$ cat src/rtl/onehot_chk_pkg.sv
// Shared types for the one-hot phase stream checker: FSM states and per-sample classes.
// Purely declarative; no latency or flow-control behaviour of its own.
package onehot_chk_pkg;

  typedef enum logic [1:0] {
    SEARCH  = 2'd0,
    ACQUIRE = 2'd1,
    LOCKED  = 2'd2,
    FAULT   = 2'd3
  } state_t;

  typedef enum logic [1:0] {
    CLS_ILLEGAL = 2'd0,
    CLS_HOLD    = 2'd1,
    CLS_ADV     = 2'd2,
    CLS_SKIP    = 2'd3
  } cls_t;

endpackage

$ cat src/rtl/onehot_classify.sv
// Combinational classifier of a phase sample against the previous legal phase, plus index decode.
// Zero latency, no flow control; idx is only meaningful when cls is not CLS_ILLEGAL.
module onehot_classify
  import onehot_chk_pkg::*;
#(
  parameter int WIDTH = 4,
  localparam int IW = $clog2(WIDTH)
) (
  input  logic [WIDTH-1:0] prev,
  input  logic [WIDTH-1:0] s,
  output cls_t             cls,
  output logic [IW-1:0]    idx
);

  logic [WIDTH-1:0] rot;
  logic             onehot;

  assign rot    = {prev[WIDTH-2:0], prev[WIDTH-1]};
  assign onehot = (s != '0) && ((s & (s - WIDTH'(1))) == '0);

  // OR-ing the positions of set bits yields the binary index for a one-hot input.
  always_comb begin
    idx = '0;
    for (int i = 0; i < WIDTH; i++) begin
      if (s[i]) idx = idx | IW'(i);
    end
  end

  always_comb begin
    cls = CLS_SKIP;
    if (!onehot)         cls = CLS_ILLEGAL;
    else if (s == prev)  cls = CLS_HOLD;
    else if (s == rot)   cls = CLS_ADV;
  end

endmodule

$ cat config.mk
export PLATFORM = sky130hd
export DESIGN_NAME = onehot_classify
export DESIGN_NICKNAME = d
export VERILOG_FILES = /design/src/rtl/onehot_chk_pkg.sv /design/src/rtl/onehot_classify.sv
export SDC_FILE = /design/constraint.sdc
export NUM_CORES = 1
export LEC_CHECK = 0
export ABC_AREA = 1
export CAP_MARGIN = 5
export CORE_AREA = 2 2 39 41
export DETAILED_ROUTE_END_ITERATION = 7
export DIE_AREA = 0 0 41 43
export RECOVER_POWER = 50
export SLEW_MARGIN = 25
export SYNTH_ARGS = -nofsm -noshare
export SYNTH_HDL_FRONTEND = slang
export SYNTH_SLANG_ARGS = --single-unit
$ cat constraint.sdc
create_clock -name vclk -period 0.8
set_clock_uncertainty 0.05 [all_clocks]
set_input_delay 0.08 -clock vclk [all_inputs]
set_output_delay 0.08 -clock vclk [all_outputs]
set_load 0.02 [all_outputs]
# Word-level counts from Yosys, hierarchy flattened
# Cells that the tools add are included.
[totals]
regBits = 0
in_bits = 8
word_cells = 13
[op_classes]
addsub = 1
n_eq_ne = 2
muxes = 6
bitwise = 1
n_reduce_logical = 3
[op_table]
columns = ["cell", "n"]
rows = [
  ["equality test 4 bit", 2],
  ["2-to-1 mux 2 bit", 4],
  ["AND 4 bit", 1],
  ["logical NOT 4 bit", 1],
  ["nonzero test 4 bit", 1],
  ["subtractor 4 x 1 -> 4 bit (second input constant)", 1],
  ["2-to-1 mux 1 bit", 2],
  ["logical AND 1 bit", 1],
]

# Depth between registers and ports, before layout
# Gate-level depths: netlist (run 1).
[logic_depth]
depth_word = 5
mapped_depth = 6

# Worst setup path before layout (run 1)
# No wires, ideal clock.
[synth_path]
path_kind = "input to output"
startpoint = "input s[3]"
endpoint = "output cls[1]"
t_arrival_ns = 0.870
slack_ns = -0.200
path_stages = 5
path_buffers = 0
path_cell_list = "inv_2 nand2_1 o21ai_0 nand3b_1 a21oi_1"
[synth_between]
elab_chain_cells = 5
word_cells_on_any_way = 8
classes_between = "1 x add/sub; 1 x eq/ne; 2 x mux; 1 x bitwise; 3 x reduce/logical"
[synth_lines]
columns = ["item", "line_no", "source"]
rows = [
  ["start: declaration", "onehot_classify.sv:10", "input logic [WIDTH-1:0] s,"],
  ["subtractor 4 x 1 -> 4 bit", "onehot_classify.sv:19", "assign onehot = (s != '0) && ((s & (s - WIDTH'(1))) == '0);"],
  ["AND 4 bit", "onehot_classify.sv:19", ""],
  ["logical NOT 4 bit", "onehot_classify.sv:19", ""],
  ["logical AND 1 bit", "onehot_classify.sv:19", ""],
  ["2-to-1 mux 2 bit *", "onehot_classify.sv:31", "if (!onehot) cls = CLS_ILLEGAL;"],
  ["end: declaration", "onehot_classify.sv:11", "output cls_t cls,"],
]
# Every way passes the cells marked *; elsewhere a longest branch is shown, timed or not.

# Worst setup path in the final report (run 1)
[layout_path]
startpoint = "input s[2]"
endpoint = "output cls[0]"
# Same word-level chain as after synthesis.

==> results of run 1 <==
-- tightest hold or removal path, cell delays in order --
cell and delay (ns):
buf_12 0.09, inv_8 0.04, nand2_1 0.05, clkbuf_2 0.16
-- per-stage QoR --
step	hold WS [ns]	cells
after floorplan	0.205	41
after global placement	1.32	76
after detailed placement	1.32	76
after CTS	0.541	76
after global routing	0.465	76
final	0.441	76
-- kinds of logic (layout without fill, tap and decap cells) --
kind of cell | count (synthesis) | after routing | synth area share
simple gates | 26 | 26 | 0.587
xor+xnor | 3 | 3 | 0.136
compound gates | 4 | 4 | 0.123
buf+inv | 8 | 27 | 0.155
-- repair_timing --
item                       in CTS  in global routing
hold buffers                    0                  0
resized for setup              72                  4
setup endpoints to repair       4                  2
pin swaps                       8                  4
buffers inserted                0                  0
hold endpoints to repair        0                  0
-- worst max path at each step --
stage,end,from,slack (ns)
finish,cls[0],s[2],-0.19
global route,cls[0],s[2],-0.24
CTS,cls[0],s[2],-0.21
detailed placement,cls[0],s[3],-1.18
global placement,cls[0],s[3],-1.15
floorplan,cls[0],s[1],0.007
-- metal layers --
metal	wire length, um	global-route usage	part of all wire
met5	0	0	0
met4	0	0	0
met3	12	0	0.021
met2	361	0.169	0.63
met1	201	0.0952	0.35
-- power by group through the flow --
stage,Sequential [W],Combinational [W],Clock [W]
3_5_place_dp,0,0.000247,0
6_report,0,0.000278,0
4_1_cts,0,0.000275,0
3_3_place_gp,0,0.000246,0
2_1_floorplan,0,0.000122,0
5_1_grt,0,0.000303,0
-- synthesized netlist by cell type (all sizes together) --
library cell,count,area (um2)
nand4,1,6.26
nor2,3,21.3
nand2,21,78.8
o21ai,2,10.0
nand3b,1,7.51
a21oi,2,13.8
xnor2,3,26.3
inv,8,30.0
-- layout make-up --
cell class	count	area (um2)	area share
Multi-Input combinational cell	33	215	0.462
Tap cell	16	20.0	0.0430
Inverter	8	45.0	0.0968
Timing Repair Buffer	19	185	0.398
==> flow_summary_export.csv, run 1 <==
group,metric,value,unit
timing,min_period,0.994,ns
timing,rsz0062_at_grt,"true",
pwr,switching_share,0.475,
critical_path,required,0.67,ns
finish,final_cell_area,465,um2
floorplanning,dieArea,0.00176,mm2
drt,wire_per_inst,7.57,um
pwr,leakage,0.245,nW
job,maxCapViolCount,0,
timing,tightest_slew,0.249,ns
grt,antenna_found_initial,0,
finish,layout_common_cells,"17 x nand2_1, 7 x buf_6, 4 x inv_1, 4 x buf_2, 4 x buf_4",
timing,setup-violations-final,2,
min_path,hold_path_depth,4,
place,portBuffers,12,
critical_path,cp.arrival,0.86,ns
critical_path,crit_cells,6,
timing,period_share,1.24,
critical_path,cp_slowest_stage_delay,0.26,ns
critical_path,critPathBufInv,3,
finish,antenna_cells,0,
floorplanning,pin_count,12,
finish,seq_area,0,um2
logic_synthesis,ys_warn_count,0,
finish,num-nets-final,70,
finish,fillers,153,
grt,track_usage,0.0840,
finish,final_common_cell,"nand2_1",
logic_synthesis,synth_cells,41,
timing,max_clock_freq,1010,MHz
place,dp_worst_setup_slack,-1.18,ns
place,dp_hpwl,467,um
pwr,vdd_drop_max,0.000195,V
timing,slew_headroom,0.834,
pwr,power_frac_comb,1.000,
run_status,violations,"setup timing",
drt,viasPerCell,3.87,
finish,area_growth,140,%
logic_synthesis,syn_area,194,um2
finish,design.seq.count,0,
place,routabilityCongestion,0.781,
min_path,hp-class,"primary input to output port",
logic_synthesis,yosysSeqAreaShare,0,
timing,slew_violations,0,
pwr,seqPwrFrac,0,
grt,grt_pass1_wl,1090,um
critical_path,path_max_fanout,4,
logic_synthesis,avgSynthCellArea,4.73,um2
min_path,worstHoldStart,"s[3]",
critical_path,worstSetupEndpointType,"output port",
floorplanning,rows,14,
drt,num_vias,294,
grt,grt_pass1_vias,285,
drt,detail-route-antenna-nets,0,
timing,tns,-0.381,ns
logic_synthesis,synth_nets,49,
place,post_dp_cell_area,420,um2
critical_path,cp_top_family,"buffers and inverters",
floorplanning,coreArea,0.00138,mm2
floorplanning,die_w,41,um
logic_synthesis,synth_cell_type_count,12,
floorplanning,initial_core_util,0.140,
finish,final_util,0.336,
grt,grt_start_max_net_pins,6,
timing,fin_ws,-0.194,ns
run_status,status,"finished with violations",
critical_path,crit_type,"primary input to output port",
pwr,p_clk_frac,0,
drt,drc_errors,0,
pwr,p_per_area,598,mW/mm2
critical_path,setup.worst_path.start_class,"primary input",
finish,drive_above_1_share,0.567,
min_path,holdPathEnd,"idx[0]",
pwr,power_switching,0.000132,W
critical_path,cp_slowest_cell,"nand3b_1",
drt,totalWireLength,575,um
critical_path,path_cells,"buf_12 > inv_8 > o21ai_1 > nand3b_1 > a21oi_4 > buf_6",
floorplanning,die_h,43,um
pwr,power,0.000278,W
timing,final-hold-violation-count,0,
pwr,intPower,0.000146,W
finish,clockBufferCount,0,
drt,dr.first_iter.drc_count,2,
drt,first_pass_iters,2,
grt,overflow,0,
Power figures use the tool's default switching activity.
==> run 2, diff against run 1 <==
Settings changed: PLACE_DENSITY from default to 0.43.
==> run 2 against run 1 <==
Compared with the run above:
- critical endpoint unchanged
- die area is the same
- first-iteration DRC count shrank 100%
- the flow still finishes with violations (setup timing)
- flip-flop and latch count is the same
==> flow_summary_export.csv, run 2 (synthesis gave the netlist of run 1 again) <==
group,metric,value,unit
grt,grt_start_max_net_pins,6,
grt,grt_util_met1,0.0984,
grt,grt_pass1_vias,261,
finish,design.seq.count,0,
timing,setup-violations-final,2,
job,maxCapViolCount,0,
grt,grt_pass1_wl,1010,um
grt,antenna_found_initial,0,
critical_path,worstSetupEndpointType,"output port",
drt,totalWireLength,540,um
critical_path,path_max_fanout,5,
grt,track_usage,0.0780,
finish,final_common_cell,"nand2_1",
grt,gr-max-usage-layer,"met2",
min_path,hp-class,"primary input to output port",
run_status,status,"finished with violations",
timing,final-hold-violation-count,0,
finish,fillers,157,
finish,drive_above_1_share,0.559,
drt,wire_per_inst,7.20,um
critical_path,cp_top_family,"buffers and inverters",
grt,use_met3,0,
place,dp_hpwl,497,um
timing,slew_violations,0,
pwr,vdd_drop_max,0.000226,V
finish,multi_input_area,216,um2
place,post_dp_cell_area,413,um2
critical_path,cp.arrival,0.84,ns
grt,overflow,0,
floorplanning,die_h,43,um
run_status,violations,"setup timing",
critical_path,crit_type,"primary input to output port",
floorplanning,coreArea,0.00138,mm2
drt,drc_errors,0,
place,dp_worst_setup_slack,-1.15,ns
cts,ctsHoldBuffers,0,
timing,slew_headroom,0.849,
critical_path,critPathBufInv,3,
floorplanning,pin_count,12,
critical_path,path_cells,"buf_12 > inv_8 > o21ai_1 > nand3b_1 > a21oi_4 > buf_6",
finish,clockBufferCount,0,
finish,num-nets-final,69,
pwr,leakage,0.241,nW
finish,final_cell_area,467,um2
timing,max_clock_freq,1030,MHz
finish,area_growth,141,%
critical_path,required,0.67,ns
drt,first_pass_iters,1,
finish,seq_area,0,um2
drt,viasPerCell,3.73,
floorplanning,die_w,41,um
finish,layout_common_cells,"18 x nand2_1, 9 x buf_6, 3 x inv_1, 3 x buf_4",
drt,detail-route-antenna-nets,0,
floorplanning,dieArea,0.00176,mm2
pwr,power,0.000278,W
floorplanning,rows,14,
timing,min_period,0.967,ns
timing,fin_ws,-0.167,ns
pwr,p_per_area,596,mW/mm2
timing,period_share,1.21,
critical_path,setup.worst_path.start_class,"primary input",
floorplanning,initial_core_util,0.140,
critical_path,cp_slowest_cell,"nand3b_1",
grt,use_met2,0.147,
finish,antenna_cells,0,
place,portBuffers,12,
critical_path,cp_slowest_stage_delay,0.25,ns
timing,tightest_slew,0.226,ns
drt,dr.first_iter.drc_count,0,
timing,rsz0062_at_grt,"true",
place,routabilityCongestion,0.718,
drt,num_vias,280,
[run 2: cell types whose count changed in the layout (fill, tap and decap cells not counted)]
cell,change
clkdlybuf4s15_2,-1
inv_1,-1
o21ai_2,+1
buf_6,+2
buf_2,-2
inv_4,+1
dlygate4sd2_1,+1
buf_8,+1
o21ai_1,-1
nand2_1,+1
nand2_2,-1
buf_4,-1
buf_12,-1
[run 2: routing by layer]
layer,wire (um),vias to the layer above,share of wire
met4,0,0,0
met1,221,113,0.41
met2,296,6,0.55
met5,0,-,0
li1,-,161,-
met3,22,0,0.041
[run 2: where the power goes]
group	leakage (nW)	total (W)	switching, W	internal, W
Sequential	0	0	0	0
Clock	0	0	0	0
Combinational	0.241	0.000278	0.000132	0.000146
[run 2: layout make-up]
| cell class | instances | area share |
|---|---|---|
| inverter | 8 | 0.102 |
| tap | 16 | 0.0429 |
| timing repair buffer | 18 | 0.391 |
| multi-input combinational | 33 | 0.464 |
[run 2: stage by stage]
stage	hold WS (ns)	instances	setup TNS [ns]	utilization
global route	0.553	75	-0.434	0.337
floorplan	0.205	41	0	-
CTS	0.617	75	-0.390	0.308
finish	0.525	75	-0.334	0.337
detailed placement	1.31	75	-3.83	0.298
global placement	1.32	75	-3.84	0.298
[run 2: path summary, 6_finish.rpt]
check	startpoint	end	cells past startpoint
max	s[3]	cls[0]	6
min	s[2]	idx[1]	5
[run 2: repair_timing]
action	4_1_cts	5_1_grt
gates resized for setup	64	13
pin swaps	7	9
setup endpoints to repair	4	4
setup buffers	0	0
==> run 3, diff against run 2 <==
Settings changed: ABC_CLOCK_PERIOD_IN_PS from default to 800, CAP_MARGIN 5 to 20.
==> results of run 3 <==
No change in the layout: final DEF, timing and power equal those of run 2.
